--- config.mk ---
export PLATFORM = sky130hd
export DESIGN_NAME = stack_reg
export DESIGN_NICKNAME = d
export VERILOG_FILES = /design/src/rtl/stack_reg.sv
export SDC_FILE = /design/constraint.sdc
export NUM_CORES = 1
export LEC_CHECK = 0
export CORE_ASPECT_RATIO = 1.5
export CORE_MARGIN = 2
export CORE_UTILIZATION = 53
export CTS_BUF_LIST = sky130_fd_sc_hd__clkbuf_4
export DETAILED_ROUTE_END_ITERATION = 12
export HOLD_SLACK_MARGIN = 0.05
export PLACE_DENSITY = 0.79
export SYNTH_ARGS = -nofsm -noshare
export SYNTH_HDL_FRONTEND = slang
export SYNTH_HIERARCHICAL = 1
export SYNTH_SLANG_ARGS = --single-unit
--- constraint.sdc ---
create_clock -name clk -period 2.35 [get_ports clk]
set_input_delay 0.3525 -clock clk [delete_from_list [all_inputs] [get_ports clk]]
set_output_delay 0.3525 -clock clk [all_outputs]
set_load 0.05 [all_outputs]
--- src/rtl/stack_reg.sv ---
// Register stack holding the top DEPTH cells of the Forth datapath.
// Cell 0 is T and cell 1 is N. The occupancy count and sticky error flags are
// kept alongside the cells. Every operation is decided in one combinational
// block, and each cell is a plain register.

module stack_cell #(
  parameter int WIDTH = 3
) (
  input  logic             clk,
  input  logic             rst_n,
  input  logic [WIDTH-1:0] d,
  output logic [WIDTH-1:0] q
);
  // One data cell; reset clears it immediately
  always_ff @(posedge clk or negedge rst_n) begin
    if (!rst_n) q <= '0;
    else        q <= d;
  end
endmodule

module stack_reg #(
  parameter int WIDTH = 3,
  parameter int DEPTH = 4,
  localparam int DW   = $clog2(DEPTH+1)
) (
  input  logic             clk,
  input  logic             rst_n,
  input  logic [WIDTH-1:0] D_In,
  input  logic [2:0]       Op_F,
  input  logic             Clr_F,
  output logic [WIDTH-1:0] T,
  output logic [WIDTH-1:0] N,
  output logic [DW-1:0]    Depth,
  output logic             Full,
  output logic             Empty,
  output logic             Ovf,
  output logic             Unf
);
  localparam logic [2:0] OP_LOAD = 3'd1;
  localparam logic [2:0] OP_PUSH = 3'd2;
  localparam logic [2:0] OP_POP  = 3'd3;
  localparam logic [2:0] OP_SWAP = 3'd4;
  localparam logic [2:0] OP_DUP  = 3'd5;
  localparam logic [2:0] OP_OVER = 3'd6;

  logic [DEPTH-1:0][WIDTH-1:0] cell_q, cell_d;
  logic [DW-1:0]               depth_q, depth_d;
  logic                        ovf_q, unf_q;
  logic                        set_ovf, set_unf;
  logic                        push_en, pop_en;
  logic [WIDTH-1:0]            push_val;
  logic                        is_full, is_empty, lt2;

  assign is_full  = (depth_q == DW'(DEPTH));
  assign is_empty = (depth_q == '0);
  assign lt2      = (depth_q < DW'(2));

  genvar g;
  generate
    for (g = 0; g < DEPTH; g++) begin : g_cell
      stack_cell #(.WIDTH(WIDTH)) u_cell (
        .clk  (clk),
        .rst_n(rst_n),
        .d    (cell_d[g]),
        .q    (cell_q[g])
      );
    end
  endgenerate

  // Decode the operation. Failed operations raise only a flag, and underflow
  // is tested before overflow so that at most one flag sets per cycle.
  always_comb begin
    cell_d   = cell_q;
    depth_d  = depth_q;
    set_ovf  = 1'b0;
    set_unf  = 1'b0;
    push_en  = 1'b0;
    pop_en   = 1'b0;
    push_val = D_In;
    case (Op_F)
      OP_LOAD: begin
        cell_d[0] = D_In;
        if (is_empty) depth_d = DW'(1);
      end
      OP_PUSH: begin
        if (is_full) set_ovf = 1'b1;
        else         push_en = 1'b1;
      end
      OP_POP: begin
        if (is_empty) set_unf = 1'b1;
        else          pop_en  = 1'b1;
      end
      OP_SWAP: begin
        if (lt2) set_unf = 1'b1;
        else begin
          cell_d[0] = cell_q[1];
          cell_d[1] = cell_q[0];
        end
      end
      OP_DUP: begin
        if (is_empty)     set_unf = 1'b1;
        else if (is_full) set_ovf = 1'b1;
        else begin
          push_en  = 1'b1;
          push_val = cell_q[0];
        end
      end
      OP_OVER: begin
        if (lt2)          set_unf = 1'b1;
        else if (is_full) set_ovf = 1'b1;
        else begin
          push_en  = 1'b1;
          push_val = cell_q[1];
        end
      end
      default: ;
    endcase
    if (push_en) begin
      for (int i = 1; i < DEPTH; i++) cell_d[i] = cell_q[i-1];
      cell_d[0] = push_val;
      depth_d   = depth_q + DW'(1);
    end
    if (pop_en) begin
      for (int i = 0; i < DEPTH-1; i++) cell_d[i] = cell_q[i+1];
      cell_d[DEPTH-1] = '0;
      depth_d         = depth_q - DW'(1);
    end
  end

  // Occupancy and sticky flags. A flag set this cycle wins over Clr_F.
  always_ff @(posedge clk or negedge rst_n) begin
    if (!rst_n) begin
      depth_q <= '0;
      ovf_q   <= 1'b0;
      unf_q   <= 1'b0;
    end else begin
      depth_q <= depth_d;
      ovf_q   <= set_ovf | (ovf_q & ~Clr_F);
      unf_q   <= set_unf | (unf_q & ~Clr_F);
    end
  end

  assign T     = is_empty ? '0 : cell_q[0];
  assign N     = lt2      ? '0 : cell_q[1];
  assign Depth = depth_q;
  assign Full  = is_full;
  assign Empty = is_empty;
  assign Ovf   = ovf_q;
  assign Unf   = unf_q;
endmodule

==> results of run 1 <==
## power by group through the flow
stage	Sequential, mW	Combinational [mW]	Clock (mW)
floorplan	0.676	0.846	0
global placement	0.600	1.37	0
detailed placement	0.601	1.39	0
CTS	0.593	1.39	0.156
global route	0.620	1.47	0.168
finish	0.597	1.38	0.152
## kinds of logic after synthesis
family,Yosys count,share of synthesized area (%)
DFF,17,36.17
xor gates and xnor gates,1,0.7448
adders and majority gates,3,3.192
and+or+nand+nor,57,28.94
AOI/OAI and AO/OA,34,23.72
buffers and inverters,12,4.680
muxes,3,2.553
## flip-flops by register name, summed over array words and instances (netlist names)
| name | flops |
|---|---|
| Depth | 3 |
| g_cell.u_cell/q | 12 |
| Unf | 1 |
| Ovf | 1 |
## routing by layer
metal,up-vias,GRT usage [%],routed length (um)
li1,509,-,-
met1,503,27.27,1105
met2,34,38.02,1386
met3,8,0.8671,96
met4,0,12.05,70
met5,-,0,0
## Yosys cell counts, drive strengths merged, types with 4 or more instances
| library cell | instances |
|---|---|
| a211oi | 4 |
| a21oi | 5 |
| buf | 4 |
| dfrtp | 17 |
| inv | 7 |
| nand2 | 18 |
| nand3 | 6 |
| nor2 | 12 |
| nor2b | 7 |
| nor3b | 4 |
| o21ai | 5 |
| o22ai | 4 |
## what timing repair did
action | 4_1_cts | 5_1_grt
buffers inserted | 0 | 0
endpoints found under the setup margin | 0 | 2
gates resized for setup | 0 | 2
## cell type report
cell class	instances	area, um2
Sequential cell	17	425.4
Multi-Input combinational cell	98	695.7
Tap cell	22	27.53
Timing Repair Buffer	26	277.8
Clock inverter	1	5.005
Clock buffer	3	22.52
Fill cell	157	571.8
Inverter	7	26.28
## per-stage QoR
stage / power (mW) / setup slack [ps] / utilization, % / hold WS, ps
after global placement: 1.967 / 155.7 / 70.55 / 471.9
after global routing: 2.260 / 11.56 / 72.13 / 544.2
final: 2.130 / 110.1 / 72.13 / 493.0
after detailed placement: 1.988 / 107.3 / 70.55 / 485.7
after floorplan: 1.523 / 108.0 / - / 56.91
after CTS: 2.143 / 90.45 / 71.89 / 509.4
## worst paths after layout
check | startpoint | to | slack, ps | depth (start not counted)
worst max-delay path | Depth[2] | N[1] | 110 | 3
min in group clk | Unf | Unf | 500 | 2
worst max register to register | Depth[1] | g_cell[0].u_cell/q[2] | 270 | 7
worst min register to register | Unf | Unf | 500 | 2
worst min-delay path | rst_n | g_cell[3].u_cell/q[0] | 490 | 1
max in group asynchronous | rst_n | g_cell[3].u_cell/q[1] | 1390 | 1
==> results.md, run 1 <==
- Sequential power share: 28.0%
- Dpl cell area: 1448 um2
- HPWL Detailed: 2084 um
- Max-cap viol count: 0
- Synth area leaders: dfrtp_1 36%, nand2_1 5.1%, ha_1 3.2%
- Cell area after layout: 1480 um2
- Switching Share: 50.68%
- DR pass1 iterations: 4
- Via density: 6.057
- Critical path data arrival time: 1890 ps
- Die W: 42.47 um
- Most used cells in the layout excluding fill and tap cells: 17 x dfrtp_1, 16 x nand2_1, 14 x clkdlybuf4s50_1
- Final min period: 2240 ps
- Die height: 61.70 um
- Post-Synthesis Cells: 127
- First-pass GRT wire length: 4347 um
- Maximum number of pins on one net before global-route repair: 18
- CP max FO: 9
- Main flop type after synthesis: dfrtp_1
- Initial Utilization: 57.32%
- Clk network pwr share: 7.1%
- Clock Skew: 8.142 ps
- Highest cell delay on the worst timing path: 800 ps
- Clock Path Buffers: 2
- FP Rows: 20
- Worst hold path class: input port to asynchronous set/reset pin
- Share of cells above drive strength 1: 18.42%
- Buf/Inv on CP: 1
- Tcrit/Tclk final: 95.32%
- Hold_buf cts: 0
- Async set-reset flop share out of synthesis: 100.0%
- CTS Sinks: 17
- Initial antenna violation count: 0
- Top delay family on crit path: buffers and inverters
- Input/output buffers: 21
- Number of flops mapped to enable cells by yosys: 0
- Placer Congestion: 0.8893
- RSZ-0062 raised after global routing: false
- Max Transition Viols Final: 0
- H-tree depth: 1
- DRC: 0
- Power density over the cells: 1439 nW/um2
- Synth Net Count: 139
- Synth cell types: 45
- Final Non-Filler Cells: 174
- Core area: 2052 um2
- Boundary pin count: 22
- CTS tree: yes
- Total track usage: 21.69%
- Status: complete, no violations
- Crit. End Element: primary output
- CP Launch Type: register
- ANT nets after route: 0
- Switching power: 1.080 mW
- Slew HR: 50.99%
- P&R area growth vs syn: 25.85%
- Average size of a mapped cell: 9.261 um2
- Peak supply drop: 1.073 mV
- Overflow after GRT: 0
- Internal power: 1.051 mW
- # diodes: 0
- Via count: 1,054
- NumNets Final: 165
- 1st-iter DRT viols: 33
- Commonest non-fill, non-tap cell in the layout: dfrtp_1
- Num CTS Buffers: 3
- Crit path cell chain: nor2_2 -> nor2b_1 -> clkdlybuf4s50_1
- Seq/Total Area, Yosys: 36.17%
- DR WL/cell: 15.28 um
- Clock slew at reported path FFs: 100 ps
- Synth top area share: 36.17%
- Cell taking the most area after synthesis: dfrtp_1
- Crit path required time: 2000 ps
- Worst Tran Pin Value: 732.8 ps
- Setup TNS Final: 0 ps
- Slowest-stage cell, CP: clkdlybuf4s50_1
- Leakage Power: 0.6869 nW
- Die Area: 2620 um2
- Number of cells after detailed placement: 170
- Root Driver: clkbuf_4
- Detailed Route WL: 2658 um
- Clock latency at the later pin of the worst-skew pair: 290 ps
- Crit Path Category: register to primary output
- Comb power frac: 64.9%
- Vias in the first global route: 1,002
- Hold Fails Final Rpt: 0
- Synth warnings: 6
- Finish-stage setup viols: 0
- Seq cells post-synth: 17
- F_max: 446.4 MHz
- Mapped cell area: 1176 um2
(Power assumes the default switching activity.)
==> inputs of run 2 (changes only) <==
Settings changed: CAP_MARGIN set to 15, CELL_PAD_IN_SITES_DETAIL_PLACEMENT set to 0, CELL_PAD_IN_SITES_GLOBAL_PLACEMENT set to 2, CORE_UTILIZATION 53 to 33, PLACE_DENSITY 0.79 to 0.8.
==> results.md, run 2 (synthesis results as in run 1) <==
- Die W: 52.75 um
- Finish-stage setup viols: 0
- Initial antenna violation count: 0
- Total chip power: 2.195 mW
- Slowest-stage cell, CP: dfrtp_1
- Die Area: 4067 um2
- First-pass GRT wire length: 5002 um
- Most used cells in the layout excluding fill and tap cells: 17 x dfrtp_1, 16 x nand2_1, 13 x clkdlybuf4s50_1
- FP Rows: 26
- Tcrit/Tclk final: 89.24%
- Cell area after layout: 1530 um2
- HPWL Detailed: 2318 um
- Core area: 3416 um2
- DRC: 0
- ANT nets after route: 0
- Worst r2r path cells: 7
- Vias in the first global route: 1,033
- Status: complete, no violations
- Hold WS: 511.2 ps
- Share of cells above drive strength 1: 18.95%
- Top delay family on crit path: compound AO/OA/AOI/OAI gates
- Total track usage: 16.40%
- CP Launch Type: register
- Setup TNS Final: 0 ps
- Worst hold path class: register to register
- P&R area growth vs syn: 30.11%
- Root Driver: clkbuf_4
- Buf/Inv on CP: 1
- Boundary pin count: 22
- Max reg flops: 12
- CTS Sinks: 17
- CP Depth: 7
- Crit. End Element: register
- Max-cap viol count: 0
- NumNets Final: 166
- Final min period: 2097 ps
- Slew HR: 45.01%
- Hold_buf cts: 0
- Crit path required time: 2540 ps
- 1st-iter DRT viols: 26
- Via count: 1,017
- Clock Path Buffers: 2
- Dpl cell area: 1493 um2
- Placer Congestion: 0.8233
- Hold Fails Final Rpt: 0
- Commonest non-fill, non-tap cell in the layout: dfrtp_1
- RSZ-0062 raised after global routing: false
- Number of cells after detailed placement: 191
- Fill cells: 337
- Setup Fix Bufs, Post-CTS: 0
- Crit path cell chain: inv_1 -> ha_1 -> and4bb_2 -> a31oi_4 -> nand2_4 -> a211oi_1 -> a211oi_2
- Largest Register: g_cell.u_cell/q
- Leakage Power: 0.7087 nW
- Worst R2R Setup Slack: 250 ps
- Die height: 77.12 um
- Setup WS pre-CTS: 120.2 ps
- Clock Skew: 5.273 ps
- FF+latch area: 425.4 um2
- Clock latency at the later pin of the worst-skew pair: 300 ps
- DR pass1 iterations: 4
- H-tree depth: 1
- Maximum number of pins on one net before global-route repair: 18
- Input/output buffers: 21
- Max Transition Viols Final: 0
- Multi-input combinational cell area: 695.7 um2
- Power density over the cells: 1435 nW/um2
- F_max: 476.8 MHz
- Initial Utilization: 34.43%
- # diodes: 0
- CTS tree: yes
- Detailed Route WL: 2951 um
- Critical path data arrival time: 2280 ps
- Peak supply drop: 0.7877 mV
- Highest cell delay on the worst timing path: 480 ps
- Via density: 5.215
- Overflow after GRT: 0
- CP max FO: 9
- Crit Path Category: register to register
- Final core occ: 44.80%
- Final Non-Filler Cells: 195
- Worst Tran Pin Value: 822.2 ps
- DR WL/cell: 15.13 um
- Num CTS Buffers: 3
- WHS Path Cells: 2
- Clock slew at reported path FFs: 100 ps
- Final WS setup: 252.9 ps
run 2: final timing paths:
check	start	endpoint
max	Depth[1]	g_cell[0].u_cell/q[0]
min reg2reg	g_cell[3].u_cell/q[1]	g_cell[3].u_cell/q[1]
max in group asynchronous	rst_n	Ovf
min in group asynchronous	rst_n	g_cell[0].u_cell/q[1]
max reg2reg	Depth[1]	g_cell[0].u_cell/q[0]
min	g_cell[3].u_cell/q[1]	g_cell[3].u_cell/q[1]
run 2: timing repair:
item                                   in CTS  in global routing
setup endpoints to repair                   0                  3
resized for setup                           0                  3
endpoints found under the hold margin       0                  0
run 2: worst register-to-register path: cells and delay by family, from the launching register on:
| family | cells | cell delay (ps) |
|---|---|---|
| buffers and inverters | 1 | 130 |
| flip-flops | 1 | 480 |
| adder cells (fa/ha/maj) | 1 | 260 |
| AND/OR/NAND/NOR | 2 | 480 |
| AO/OA/AOI/OAI | 3 | 660 |
run 2: report_power, final:
group          internal, mW  switching [mW]
clock network        0.0777          0.0956
registers             0.434           0.157
logic                 0.581           0.851
total                  1.09            1.10
run 2: layout make-up:
cell class / count / area share [%]
inverter: 7 / 1.717
clock buffer: 4 / 1.962
timing repair buffer: 27 / 19.62
tap: 42 / 3.434
sequential: 17 / 27.80
multi-input combinational: 98 / 45.46
run 2: metal layers:
metal / global-route usage [%] / vias to the layer above / wire, um
met5: 0 / - / 0
met4: 7.436 / 0 / 85
met3: 1.167 / 6 / 57
met2: 28.38 / 16 / 1567
met1: 19.88 / 482 / 1240
li1: - / 513 / -
==> edit 1, RTL diff (flow settings as in run 2) <==
`DEPTH`: 4 -> 8.
--- a/src/rtl/stack_reg.sv
+++ b/src/rtl/stack_reg.sv
@@ -22,3 +22,3 @@
   parameter int WIDTH = 3,
-  parameter int DEPTH = 4,
+  parameter int DEPTH = 8,
   localparam int DW   = $clog2(DEPTH+1)
Ports: changed (resized Depth); port bits go from 22 to 23. No check against the original RTL was run, so the function may have changed too.
==> edit 1 against run 2 <==
Register-to-register slack gained 0.13 ns; worst setup slack lost 0.11 ns; fmax shrank 5.1%; sequential cell count grew 13; critical path depth shrank 3; routed wire length grew 63%; hold slack lost 0.080 ns; area after synthesis grew 56%; power grew 26%; cell area grew 48%; die area grew 52%; count of clock-buffer cells in the layout grew 2; largest power group unchanged; highest routed layer unchanged.
==> edit 1: results (changes against run 2) <==
- Critical R2R Capture: g_cell[6].u_cell/q[2]$_DFF_PN0_ (was g_cell[0].u_cell/q[0]$_DFF_PN0_)
- Slowest-stage cell, CP: or3_1 (was dfrtp_1)
- RD Place Congestion: 0.787 (was 0.823)
- Fill count: 541 (was 337)
- Share of cells above drive strength 1: 0.173 (was 0.190)
- Sequential area share after synthesis: 0.410 (was 0.362)
- Post-synthesis mux area share: 0.00547 (was 0.0255)
- Count of cell types in the netlist: 41 (was 45)
- Peak VDD IR: 0.460 mV (was 0.788 mV)
- Slowest stage delay, CP: 0.54 ns (was 0.48 ns)
- Inserted Clock Buffers: 5 (was 3)
- Critical path launch point: Depth[2]$_DFFE_PN0P_ (was Depth[1]$_DFFE_PN0P_)
- Multi-input gate area: 971 um^2 (was 696 um^2)
- Most frequent cells after synthesis: dfrtp_1, nand2_1, a21o_1, a22o_1 (was dfrtp_1, nand2_1, nor2_1)
- Compound-cell area share of the yosys netlist: 0.306 (was 0.237)
- Status: completed (unchanged)
- Number of flip-flops in the largest register: 24 (was 12)
- Skew final: 0.00654 ns (was 0.00527 ns)
- Average vias per placed instance: 5.67 (was 5.22)
- Number of global-route vias before repair: 1649 (was 1033)
- Adder-Cell Fraction of Synth Area: 0.0137 (was 0.0319)
- Critical Path AT: 1.86 ns (was 2.28 ns)
- DRT iter0 DRCs: 139 (was 26)
- Worst Hold Class: primary input to async pin (was register to register)
- Setup WS pre-CTS: 0.0781 ns (was 0.120 ns)
- All-Layer GR Usage: 0.163 (was 0.164)
- Slack of the critical path: 0.140 ns (was 0.253 ns)
- Layout Nets: 236 (was 166)
- Slew headroom: 0.665 (was 0.450)
- Worst Path Max Fanout: 11 (was 9)
- Leak Pwr: 1.06 nW (was 0.709 nW)
- TritonRoute pass-1 iters: 5 (was 4)
- CP top delay family: simple AND/OR/NAND/NOR gates (was compound AO/OA/AOI/OAI gates)
- Largest net degree at the start of global routing: 31 (was 18)
## edit 1: metrics by stage
step	power [W]	hold slack [ns]	cells
global placement	0.00244	0.479	288
global route	0.00295	0.431	296
CTS	0.00278	0.433	296
floorplan	0.00200	0.0569	193
detailed placement	0.00248	0.489	288
finish	0.00276	0.431	296
## edit 1: cells by family (layout without fill, tap and decap cells)
kind of cell	after synthesis	count (layout)
AO/OA/AOI/OAI	72	72
AND/OR/NAND/NOR	63	63
flip-flops	30	30
buffers and inverters	24	57
adder cells (fa/ha/maj)	2	2
XOR/XNOR	1	1
multiplexers	1	1
## edit 1: power breakdown
group	switching, W	internal, W
logic	0.000919	0.000604
clock network	0.000173	0.000124
registers	0.000205	0.000738
total	0.00130	0.00147
## edit 1: metal layers
metal  wire [um]  track usage  part of all wire
met5           0            0                 0
met1        1990        0.190              0.41
met4          46       0.0691            0.0096
met3         112       0.0354             0.023
met2        2650        0.286              0.55
## edit 1: final cells by class
type                            count  share of cell area
Inverter                           10              0.0166
Multi-Input combinational cell    139               0.430
Clock buffer                        6              0.0199
Timing Repair Buffer               39               0.158
Sequential cell                    30               0.333
Tap cell                           70              0.0388
Clock inverter                      2             0.00388
## edit 1: worst max path at each step
stage,end
after floorplan,T[0]
after global placement,Depth[2]$_DFFE_PN0P_
after detailed placement,g_cell[6].u_cell/q[2]$_DFF_PN0_
after CTS,T[0]
after global routing,T[1]
final,N[1]
## edit 1: repair_timing
action,4_1_cts,5_1_grt
gates resized for setup,0,2
setup endpoints to repair,0,3
setup buffers,0,0
hold buffers,0,0
## edit 1: worst reg2reg max path: stages (launching register included)
cell,delay [ns]
dfrtp_2,0.47
inv_1,0.10
ha_2,0.26
nand3b_1,0.17
a32o_1,0.29
buf_12,0.17
a22o_1,0.25
a21o_1,0.15
==> edit 2, RTL diff (flow settings as in run 2) <==
Without the edit above. Reset style: synchronous (`rst_n`), changed in 2 clocked blocks.
--- a/src/rtl/stack_reg.sv
+++ b/src/rtl/stack_reg.sv
@@ -14,3 +14,3 @@
   // One data cell; reset clears it immediately
-  always_ff @(posedge clk or negedge rst_n) begin
+  always_ff @(posedge clk) begin
     if (!rst_n) q <= '0;
@@ -130,3 +130,3 @@
   // Occupancy and sticky flags. A flag set this cycle wins over Clr_F.
-  always_ff @(posedge clk or negedge rst_n) begin
+  always_ff @(posedge clk) begin
     if (!rst_n) begin
Formal check against the unedited RTL: differs if rst_n is asserted again (counterexample within 4 cycles, from zero or initial values and one cycle with rst_n low); with rst_n held inactive, the same outputs for 10 cycles.
==> edit 2 against run 2 <==
Clock skew increased by 0.0019 ns; critical path type unchanged; cell area increased by 0.33%; sequential share of layout area down 5.5 points; area after synthesis rose by 0.53%; worst setup slack worse by 0.047 ns; routed wire length up 12%; critical path depth rose by 1; synthesized cell count is 17% higher; sequential cell count unchanged; fmax is 2.2% lower.
Power is not compared: it rests on default switching activity, and its combinational part moved more than twofold at a synthesized area within 25%.
==> edit 2: results (changes against run 2) <==
- Antenna Diode Count: 0 (unchanged)
- Peak VDD IR: 0.473 mV
- Status: completed (unchanged)
- H-tree levels: 1 (unchanged)
- Global-route wire length before repair: 5670 um (was 5000 um)
- DP Area: 1510 um^2 (was 1490 um^2)
- Inserted Clock Buffers: 3 (unchanged)
- Sequential area share after synthesis: 0.288 (was 0.362)
- RD Place Congestion: 0.773 (was 0.823)
- Largest Register: g_cell.u_cell/q (unchanged)
- Fill count: 365 (was 337)
- Skew final: 0.00713 ns (was 0.00527 ns)
- Worst Path Max Fanout: 8 (was 9)
- All-Layer GR Usage: 0.183 (was 0.164)
- Post-CTS setup buffers: 0 (unchanged)
- Syn nets: 161 (was 139)
- Port buffer count: 21 (unchanged)
- TritonRoute pass-1 iters: 4 (unchanged)
- Dpl hpwl: 2610 um (was 2320 um)
- Number of global-route vias before repair: 1152 (was 1033)
- Count of cell types in the netlist: 42 (was 45)
- Average vias per placed instance: 5.14 (was 5.22)
- CP top delay family: simple AND/OR/NAND/NOR gates (was compound AO/OA/AOI/OAI gates)
- Main synth FF type: dfxtp_1 (was dfrtp_1)
- Yosys warns: 6 (unchanged)
- Layout Nets: 196 (was 166)
- Clock latency on the worst-skew pair: 0.30 ns (about the same)
- CTS Buffer Depth: 2 (unchanged)
- Avg WL per Cell: 14.7 um (was 15.1 um)
- Slowest stage delay, CP: 0.39 ns (was 0.48 ns)
- Most frequent cells after synthesis: and2_1, dfxtp_1, nor2_1, nand2_1, a21oi_1 (was dfrtp_1, nand2_1, nor2_1)
- Number of flip-flops in the largest register: 12 (unchanged)
- Clock transition at path regs: 0.11 ns
- Top post-synthesis cells by area: dfxtp_1, and2_1, a21oi_1, nor2_1, nor2b_1 (was dfrtp_1, nand2_1, ha_1, nor2_1, nor2b_1)
- Share of cells above drive strength 1: 0.202 (was 0.190)
- Initial antenna violation count: 0 (unchanged)
- Actual slew at the worst max-slew pin: 0.493 ns (was 0.822 ns)
- Critical Path AT: 2.34 ns (was 2.28 ns)
- Worst Hold Class: register to register (unchanged)
- Slowest-stage cell, CP: dfxtp_2 (was dfrtp_1)
- Async SR Flop Fraction: 0 (was 1.00)
- Leak Pwr: 0.685 nW
- Largest net degree at the start of global routing: 18 (unchanged)
- DRT iter0 DRCs: 21 (was 26)
- Root Buffer: clkbuf_4 (unchanged)
-- edit 2: cell count changes after synthesis, sizes merged, moves of 3 or more --
| cell | before | now |
|---|---|---|
| a21oi | 5 | 11 |
| a221oi | 0 | 3 |
| a22oi | 3 | 0 |
| and2 | 3 | 17 |
| dfrtp | 17 | 0 |
| dfxtp | 0 | 17 |
| nand2 | 18 | 14 |
| nand2b | 1 | 4 |
| nor2 | 12 | 15 |
| nor3b | 4 | 1 |
-- edit 2: logic make-up after synthesis --
group,share of synthesized area
compound gates,0.242
xor+xnor,0.0148
fa+ha+maj,0.0317
buf+inv,0.0487
flops,0.288
mux,0.0254
simple gates,0.349
-- edit 2: final cells by class --
class	instances	share of cell area
multi-input combinational	119	0.513
sequential	17	0.223
timing repair buffer	35	0.192
tap	42	0.0342
inverter	8	0.0196
clock buffer	3	0.0147
clock inverter	1	0.00326
-- edit 2: final timing paths --
kind / startpoint / endpoint / slack [ns] / depth (start not counted)
setup / recovery: Depth[1]$_SDFFE_PN0P_ / g_cell[1].u_cell/q[2]$_SDFF_PN0_ / 0.21 / 8
hold / removal: Depth[0]$_SDFFE_PN0P_ / Depth[0]$_SDFFE_PN0P_ / 0.46 / 1
setup reg to reg: Depth[1]$_SDFFE_PN0P_ / g_cell[1].u_cell/q[2]$_SDFF_PN0_ / 0.21 / 8
hold reg to reg: Depth[0]$_SDFFE_PN0P_ / Depth[0]$_SDFFE_PN0P_ / 0.46 / 1
-- edit 2: per-stage QoR --
| step | hold slack [ns] | instances | util | setup slack (ns) |
|---|---|---|---|---|
| after global placement | 0.456 | 221 | 0.441 | 0.0973 |
| after floorplan | 0.470 | 149 | - | 0.167 |
| after global routing | 0.506 | 225 | 0.449 | 0.0238 |
| after detailed placement | 0.446 | 221 | 0.441 | 0.0886 |
| after CTS | 0.460 | 225 | 0.449 | 0.148 |
| final | 0.460 | 225 | 0.449 | 0.206 |
-- edit 2: timing repair --
action	4_1_cts	5_1_grt
resized for setup	0	1
endpoints found under the hold margin	0	0
hold buffers	0	0
endpoints found under the setup margin	0	3
-- edit 2: report_power, final --
| part | internal (W) | switching [W] |
|---|---|---|
| clock | 0.0000633 | 0.0000989 |
| combinational | 0.000119 | 0.000159 |
| sequential | 0.000311 | 0.0000253 |
| total | 0.000494 | 0.000283 |
-- edit 2: layer usage --
| layer | vias to the layer above | share of wire | track usage |
|---|---|---|---|
| li1 | 598 | - | - |
| met1 | 527 | 0.41 | 0.226 |
| met2 | 27 | 0.53 | 0.325 |
| met3 | 4 | 0.046 | 0.0175 |
| met4 | 0 | 0.0097 | 0.0462 |
| met5 | - | 0 | 0 |
